[config.mk]
export PLATFORM = sky130hd
export DESIGN_NAME = alu_station
export DESIGN_NICKNAME = d
export VERILOG_FILES = /design/src/rtl/alu_station_pkg.sv /design/src/rtl/alu_core.sv /design/src/rtl/alu_station.sv
export SDC_FILE = /design/constraint.sdc
export NUM_CORES = 1
export LEC_CHECK = 0
export ABC_AREA = 1
export BUFFER_PORTS_ARGS = -buffer_cell sky130_fd_sc_hd__buf_2
export CAP_MARGIN = 20
export CORE_ASPECT_RATIO = 1.4
export CORE_UTILIZATION = 35
export DETAILED_ROUTE_END_ITERATION = 10
export HOLD_SLACK_MARGIN = 0.15
export PLACE_DENSITY_LB_ADDON = 0.08
export SYNTH_ARGS = -nofsm -noshare
export SYNTH_HDL_FRONTEND = slang
export SYNTH_SLANG_ARGS = --single-unit
[constraint.sdc]
create_clock -name clk -period 4 [get_ports clk]
set_input_delay 0 -clock clk [delete_from_list [all_inputs] [get_ports clk]]
set_output_delay 0 -clock clk [all_outputs]
set_load 0.005 [all_outputs]
[src/rtl/alu_station_pkg.sv]
// Shared ALU station types, tag constants and opcode map.
// Used by alu_core and alu_station (optional feature macro: ALU_CDB_BYPASS_EN).
package alu_station_pkg;

    localparam int unsigned TAG_BITS  = 4;
    localparam int unsigned WORD_BITS = 32;
    localparam int unsigned ADDR_BITS = 5;

    typedef logic [WORD_BITS-1:0] word_t;
    typedef logic [TAG_BITS-1:0]  regtag_t;
    typedef logic [3:0]           sinst_t;

    localparam regtag_t UNLOCKED   = 4'd0;
    localparam regtag_t ALU_MASTER = 4'd1;

    localparam sinst_t ALU_OP_ADD  = 4'd0;
    localparam sinst_t ALU_OP_SUB  = 4'd1;
    localparam sinst_t ALU_OP_SLL  = 4'd2;
    localparam sinst_t ALU_OP_SLT  = 4'd3;
    localparam sinst_t ALU_OP_SLTU = 4'd4;
    localparam sinst_t ALU_OP_XOR  = 4'd5;
    localparam sinst_t ALU_OP_SRL  = 4'd6;
    localparam sinst_t ALU_OP_SRA  = 4'd7;
    localparam sinst_t ALU_OP_OR   = 4'd8;
    localparam sinst_t ALU_OP_AND  = 4'd9;

endpackage

[src/rtl/alu_core.sv]
// Purely combinational ALU: op, x, y -> result. Undefined opcodes yield 0.
module alu_core
    import alu_station_pkg::*;
#(
    parameter int unsigned WORD_W = WORD_BITS
) (
    input  logic [3:0]        op,
    input  logic [WORD_W-1:0] x,
    input  logic [WORD_W-1:0] y,
    output logic [WORD_W-1:0] result
);

    logic [4:0] shamt;
    assign shamt = y[4:0];

    always_comb begin
        result = '0;
        case (op)
            ALU_OP_ADD:  result = x + y;
            ALU_OP_SUB:  result = x - y;
            ALU_OP_SLL:  result = x << shamt;
            ALU_OP_SLT:  result = {{(WORD_W-1){1'b0}}, ($signed(x) < $signed(y))};
            ALU_OP_SLTU: result = {{(WORD_W-1){1'b0}}, (x < y)};
            ALU_OP_XOR:  result = x ^ y;
            ALU_OP_SRL:  result = x >> shamt;
            ALU_OP_SRA:  result = $signed(x) >>> shamt;
            ALU_OP_OR:   result = x | y;
            ALU_OP_AND:  result = x & y;
            default:     result = '0;
        endcase
    end

endmodule

[src/rtl/alu_station.sv]
// Single-entry ALU reservation station: capture, CDB snoop, execute, broadcast.
// Define ALU_CDB_BYPASS_EN to snoop the CDB during the dispatch cycle as well.
module alu_station
    import alu_station_pkg::*;
#(
    parameter int unsigned TAG_W  = TAG_BITS,
    parameter int unsigned WORD_W = WORD_BITS,
    parameter int unsigned ADDR_W = ADDR_BITS,
    parameter int unsigned MY_TAG = 1
) (
    input  logic              clk,
    input  logic              rst,
    input  logic              rdy,
    input  logic              en_in,
    input  logic [3:0]        op_in,
    input  logic [TAG_W-1:0]  tagx_in,
    input  logic [TAG_W-1:0]  tagy_in,
    input  logic [TAG_W-1:0]  tagw_in,
    input  logic [WORD_W-1:0] datax_in,
    input  logic [WORD_W-1:0] datay_in,
    input  logic [ADDR_W-1:0] addrw_in,
    input  logic              cdb_en,
    input  logic [TAG_W-1:0]  cdb_tag,
    input  logic [WORD_W-1:0] cdb_data,
    output logic              busy,
    output logic [TAG_W-1:0]  tagx_out,
    output logic [TAG_W-1:0]  tagy_out,
    output logic [TAG_W-1:0]  tagw_out,
    output logic              res_req,
    output logic [TAG_W-1:0]  res_tag,
    output logic [WORD_W-1:0] res_data,
    output logic [ADDR_W-1:0] res_addr,
    input  logic              res_ack
);

    localparam logic [1:0] ST_IDLE  = 2'd0;
    localparam logic [1:0] ST_WAIT  = 2'd1;
    localparam logic [1:0] ST_EXEC  = 2'd2;
    localparam logic [1:0] ST_BCAST = 2'd3;

    localparam logic [TAG_W-1:0] NO_TAG = TAG_W'(UNLOCKED);

    logic [1:0]        state_r;
    sinst_t            op_r;
    logic [TAG_W-1:0]  tagx_r, tagy_r, tagw_r;
    logic [WORD_W-1:0] datax_r, datay_r, res_r;
    logic [ADDR_W-1:0] addr_r;
    logic [WORD_W-1:0] core_res;

    logic hit_x, hit_y, snoop_x, snoop_y;

`ifdef ALU_CDB_BYPASS_EN
    assign hit_x = cdb_en && (tagx_in != NO_TAG) && (cdb_tag == tagx_in);
    assign hit_y = cdb_en && (tagy_in != NO_TAG) && (cdb_tag == tagy_in);
`else
    assign hit_x = 1'b0;
    assign hit_y = 1'b0;
`endif

    assign snoop_x = cdb_en && (tagx_r != NO_TAG) && (cdb_tag == tagx_r);
    assign snoop_y = cdb_en && (tagy_r != NO_TAG) && (cdb_tag == tagy_r);

    alu_core #(
        .WORD_W (WORD_W)
    ) u_core (
        .op     (op_r),
        .x      (datax_r),
        .y      (datay_r),
        .result (core_res)
    );

    always_ff @(posedge clk or posedge rst) begin
        if (rst) begin
            state_r <= ST_IDLE;
            op_r    <= '0;
            tagx_r  <= '0;
            tagy_r  <= '0;
            tagw_r  <= '0;
            datax_r <= '0;
            datay_r <= '0;
            res_r   <= '0;
            addr_r  <= '0;
        end else if (rdy) begin
            case (state_r)
                ST_IDLE: begin
                    if (en_in) begin
                        op_r    <= op_in;
                        tagx_r  <= hit_x ? NO_TAG : tagx_in;
                        tagy_r  <= hit_y ? NO_TAG : tagy_in;
                        datax_r <= hit_x ? cdb_data : datax_in;
                        datay_r <= hit_y ? cdb_data : datay_in;
                        tagw_r  <= tagw_in;
                        addr_r  <= addrw_in;
                        state_r <= ST_WAIT;
                    end
                end
                ST_WAIT: begin
                    // Leave only once both operands were already resolved at cycle start.
                    if (tagx_r == NO_TAG && tagy_r == NO_TAG) state_r <= ST_EXEC;
                    if (snoop_x) begin
                        datax_r <= cdb_data;
                        tagx_r  <= NO_TAG;
                    end
                    if (snoop_y) begin
                        datay_r <= cdb_data;
                        tagy_r  <= NO_TAG;
                    end
                end
                ST_EXEC: begin
                    res_r   <= core_res;
                    state_r <= ST_BCAST;
                end
                ST_BCAST: begin
                    if (res_ack) begin
                        tagw_r  <= NO_TAG;
                        state_r <= ST_IDLE;
                    end
                end
                default: state_r <= ST_IDLE;
            endcase
        end
    end

    assign busy     = (state_r != ST_IDLE);
    assign tagx_out = tagx_r;
    assign tagy_out = tagy_r;
    assign tagw_out = tagw_r;
    assign res_req  = (state_r == ST_BCAST);
    assign res_tag  = res_req ? TAG_W'(MY_TAG) : NO_TAG;
    assign res_data = res_r;
    assign res_addr = addr_r;

endmodule
==> flow_metrics.py <==
metrics = {
    "timing": {
        "fmax_ghz": 0.2839,
        "setup_viol": 0,
        "hold_viol": 0,
        "tightest_slew_ps": 939.3,
        "holdWs_ps": 213.3,
        "maxSlewViolCount": 0,
        "period_minus_slack_ps": 3523,
        "finalSetupTns_ps": 0,
        "relSlewSlack_pct": 36.72,
        "finalCritPeriodShare_pct": 88.06,
        "clock_skew_ps": 20.21,
        "rsz0062_at_grt": "no",
    },
    "grt": {
        "grt_usage_pct": 38.85,
        "grt_overflow_total": 0,
        "grt_pass1_vias": 19730,
        "grt_pass1_wl_mm": 124.4,
        "grt_max_degree": 76,
        "antenna_found_initial": 6,
    },
    "die": {
        "start_util_pct": 35.44,
        "dieArea_sq_mm": 0.04440,
        "fp.dieW_um": 178.4,
        "die_h_um": 248.9,
        "core-area_sq_mm": 0.04302,
        "ioPinCount": 182,
        "rows": 90,
    },
    "clocking": {
        "clock-sinks": 119,
        "clk_latency_ps": 480,
        "cts_tree": "built",
        "numCtsBuffers": 17,
        "ctsRootBufferMaster": "clkbuf_16",
        "cts_setup_buffers": 0,
        "cts_max_level": 4,
        "clockBufferDepth": 2,
        "clk_pin_slew_ps": 70,
    },
    "logic_synthesis": {
        "synth-simple-area-share_pct": 45.56,
        "async_flop_share_pct": 100.0,
        "synth-main-ff-cell": "dfrtp_1",
        "synth_area_leaders": "nand2_1 24%, dfrtp_1 20%, nand3_1 12%, ha_1 8.4%, inv_1 7.8%",
        "syn_area_sq_mm": 0.01524,
        "yosysSeqAreaShare_pct": 19.54,
        "ys_ff_latch": 119,
        "synth_area_per_cell_sq_um": 5.684,
        "synth_top_area_cell": "nand2_1",
        "netlist_top_cells_count": "957 x nand2_1, 361 x nand3_1, 318 x inv_1",
        "synth_cell_type_count": 55,
        "synth_cells": 2682,
        "synth_edf_count": 0,
        "synth_xor_area_share_pct": 0.05746,
        "synth_fa_ha_area_share_pct": 8.635,
        "synth_top_area_share_pct": 23.57,
        "synth_top_family_by_area": "simple AND/OR/NAND/NOR gates",
        "synth_compound_area_share_pct": 13.08,
        "muxShareOfSynthArea_pct": 0,
        "synth_most_common_cell": "nand2_1",
        "ys_warn_count": 0,
    },
    "placement": {
        "gp_congestion": 1.076,
        "placed_area_sq_mm": 0.01655,
        "dp_hpwl_mm": 67.99,
        "io_buffers": 178,
    },
    "route": {
        "drt-total-wl_mm": 85.61,
        "num_vias": 19680,
        "drtPass1Iterations": 6,
        "vias_per_cell": 5.582,
        "route.detailed.drc": 0,
        "wl_per_cell_um": 24.29,
        "drtIter0Drc": 1729,
        "ant_nets": 0,
    },
    "critical_path": {
        "critical_path_class": "flop to flop",
        "slowest_stage": "o21ai_0",
        "worstSetupEndpointType": "flop",
        "slowest_delay_ps": 750,
        "crit_arrival_ps": 3880,
        "cp.required_ps": 4360,
        "crit_chain": "inv_1, ha_1, inv_1, nand2_1, nand2_1, o21bai_1, inv_1, nand2_1, nand2_1, nand3_1, o21ai_0, nand3_1, nand2_1, nand2_1",
        "startpoint_type": "flop",
        "timing.critical_path.mode_cell": "nand2_1",
        "cp_max_fo": 8,
    },
    "layout": {
        "drive_gt1_share_pct": 10.74,
        "syn2layout_area_growth_pct": 22.76,
        "n_fill_cell": 4779,
        "final_nets": 3187,
        "ff_latch_area_sq_mm": 0.002980,
        "multiInputGateArea_sq_mm": 0.01028,
        "design_area_sq_mm": 0.01871,
    },
    "min_path": {
        "hp-class": "input pin to flop",
    },
    "flow_run": {
        "drv_cap": 0,
    },
    "status": {
        "outcome": "complete, no violations",
    },
}
-- final timing paths --
| kind | start | end | slack (ps) | depth (start not counted) |
|---|---|---|---|---|
| min in group asynchronous | rst | datay_r[27] | 220 | 3 |
| max in group asynchronous | rst | datay_r[14] | 2860 | 4 |
| min | res_ack | state_r[0] | 210 | 6 |
| max | datax_r[8] | res_data[9] | 480 | 14 |
| min reg2reg | res_data[28] | res_data[28] | 480 | 2 |
| max reg2reg | datax_r[8] | res_data[9] | 480 | 14 |
-- layout make-up --
type / count / area share (%)
Antenna cell: 4 / 0.05349
Clock buffer: 17 / 2.273
Clock inverter: 15 / 0.8425
Inverter: 332 / 6.713
Multi-Input combinational cell: 2101 / 54.93
Sequential cell: 119 / 15.93
Tap cell: 552 / 3.691
Timing Repair Buffer: 385 / 15.57
-- layer usage --
layer	wire (um)	GRT usage, %	vias up	share of wire [%]
li1	-	-	9164	-
met1	31710	42.96	9289	37
met2	40730	65.39	934	48
met3	5376	6.227	286	6.3
met4	7777	30.39	2	9.1
met5	14	0	-	0.016
-- kinds of logic (layout without fill, tap and decap cells) --
kind of cell             Yosys count  count (layout)
buffers and inverters            464             749
AO/OA/AOI/OAI                    343             343
XOR/XNOR                           1               1
adder cells (fa/ha/maj)          104             104
other                              1               7
flip-flops                       119             119
AND/OR/NAND/NOR                 1650            1650
-- flip-flops by register name, summed over array words and instances, names as in the netlist --
register / count
datax_r: 32
datay_r: 32
op_r: 4
res_addr: 5
res_data: 32
state_r: 2
tagw_out: 4
tagx_out: 4
tagy_out: 4
-- worst max-delay path: cells and delay by family, from the launching register on --
| family | cells | cell delay (ps) |
|---|---|---|
| buffers and inverters | 3 | 350 |
| adders and majority gates | 1 | 490 |
| AOI/OAI and AO/OA | 2 | 930 |
| DFF | 1 | 650 |
| and+or+nand+nor | 8 | 980 |
-- cell usage in the layout, fill, tap and decap left out, types with 10 or more instances in the layout --
cell type,n
nor2_1,225
dlygate4sd3_1,157
o22ai_1,30
o21ai_0,72
nand2_2,18
nand4_1,23
ha_1,102
dfrtp_1,117
buf_2,178
inv_1,317
a21oi_1,96
o21ai_1,24
nand3_1,361
inv_2,12
and2_1,13
a31oi_1,67
nor3_1,24
buf_4,44
clkbuf_16,17
nand2_1,955
o211ai_1,23
o21bai_1,10
-- through the flow --
step	instances	worst slack, ps	utilization (%)
global route	3525	304.5	43.50
detailed placement	3332	611.0	38.47
finish	3525	477.5	43.50
global placement	3332	584.5	38.47
floorplan	2684	842.5	-
CTS	3521	592.1	43.48
-- repair_timing --
| action | CTS | global route |
|---|---|---|
| endpoints found under the setup margin | 0 | 0 |
| endpoints found under the hold margin | 137 | 0 |
| resized for setup | 0 | 0 |
| hold buffers | 157 | 0 |
Power is left out: the tool's default activity adds up to more than one toggle a clock period on the data nets, which glitch-free logic cannot reach.
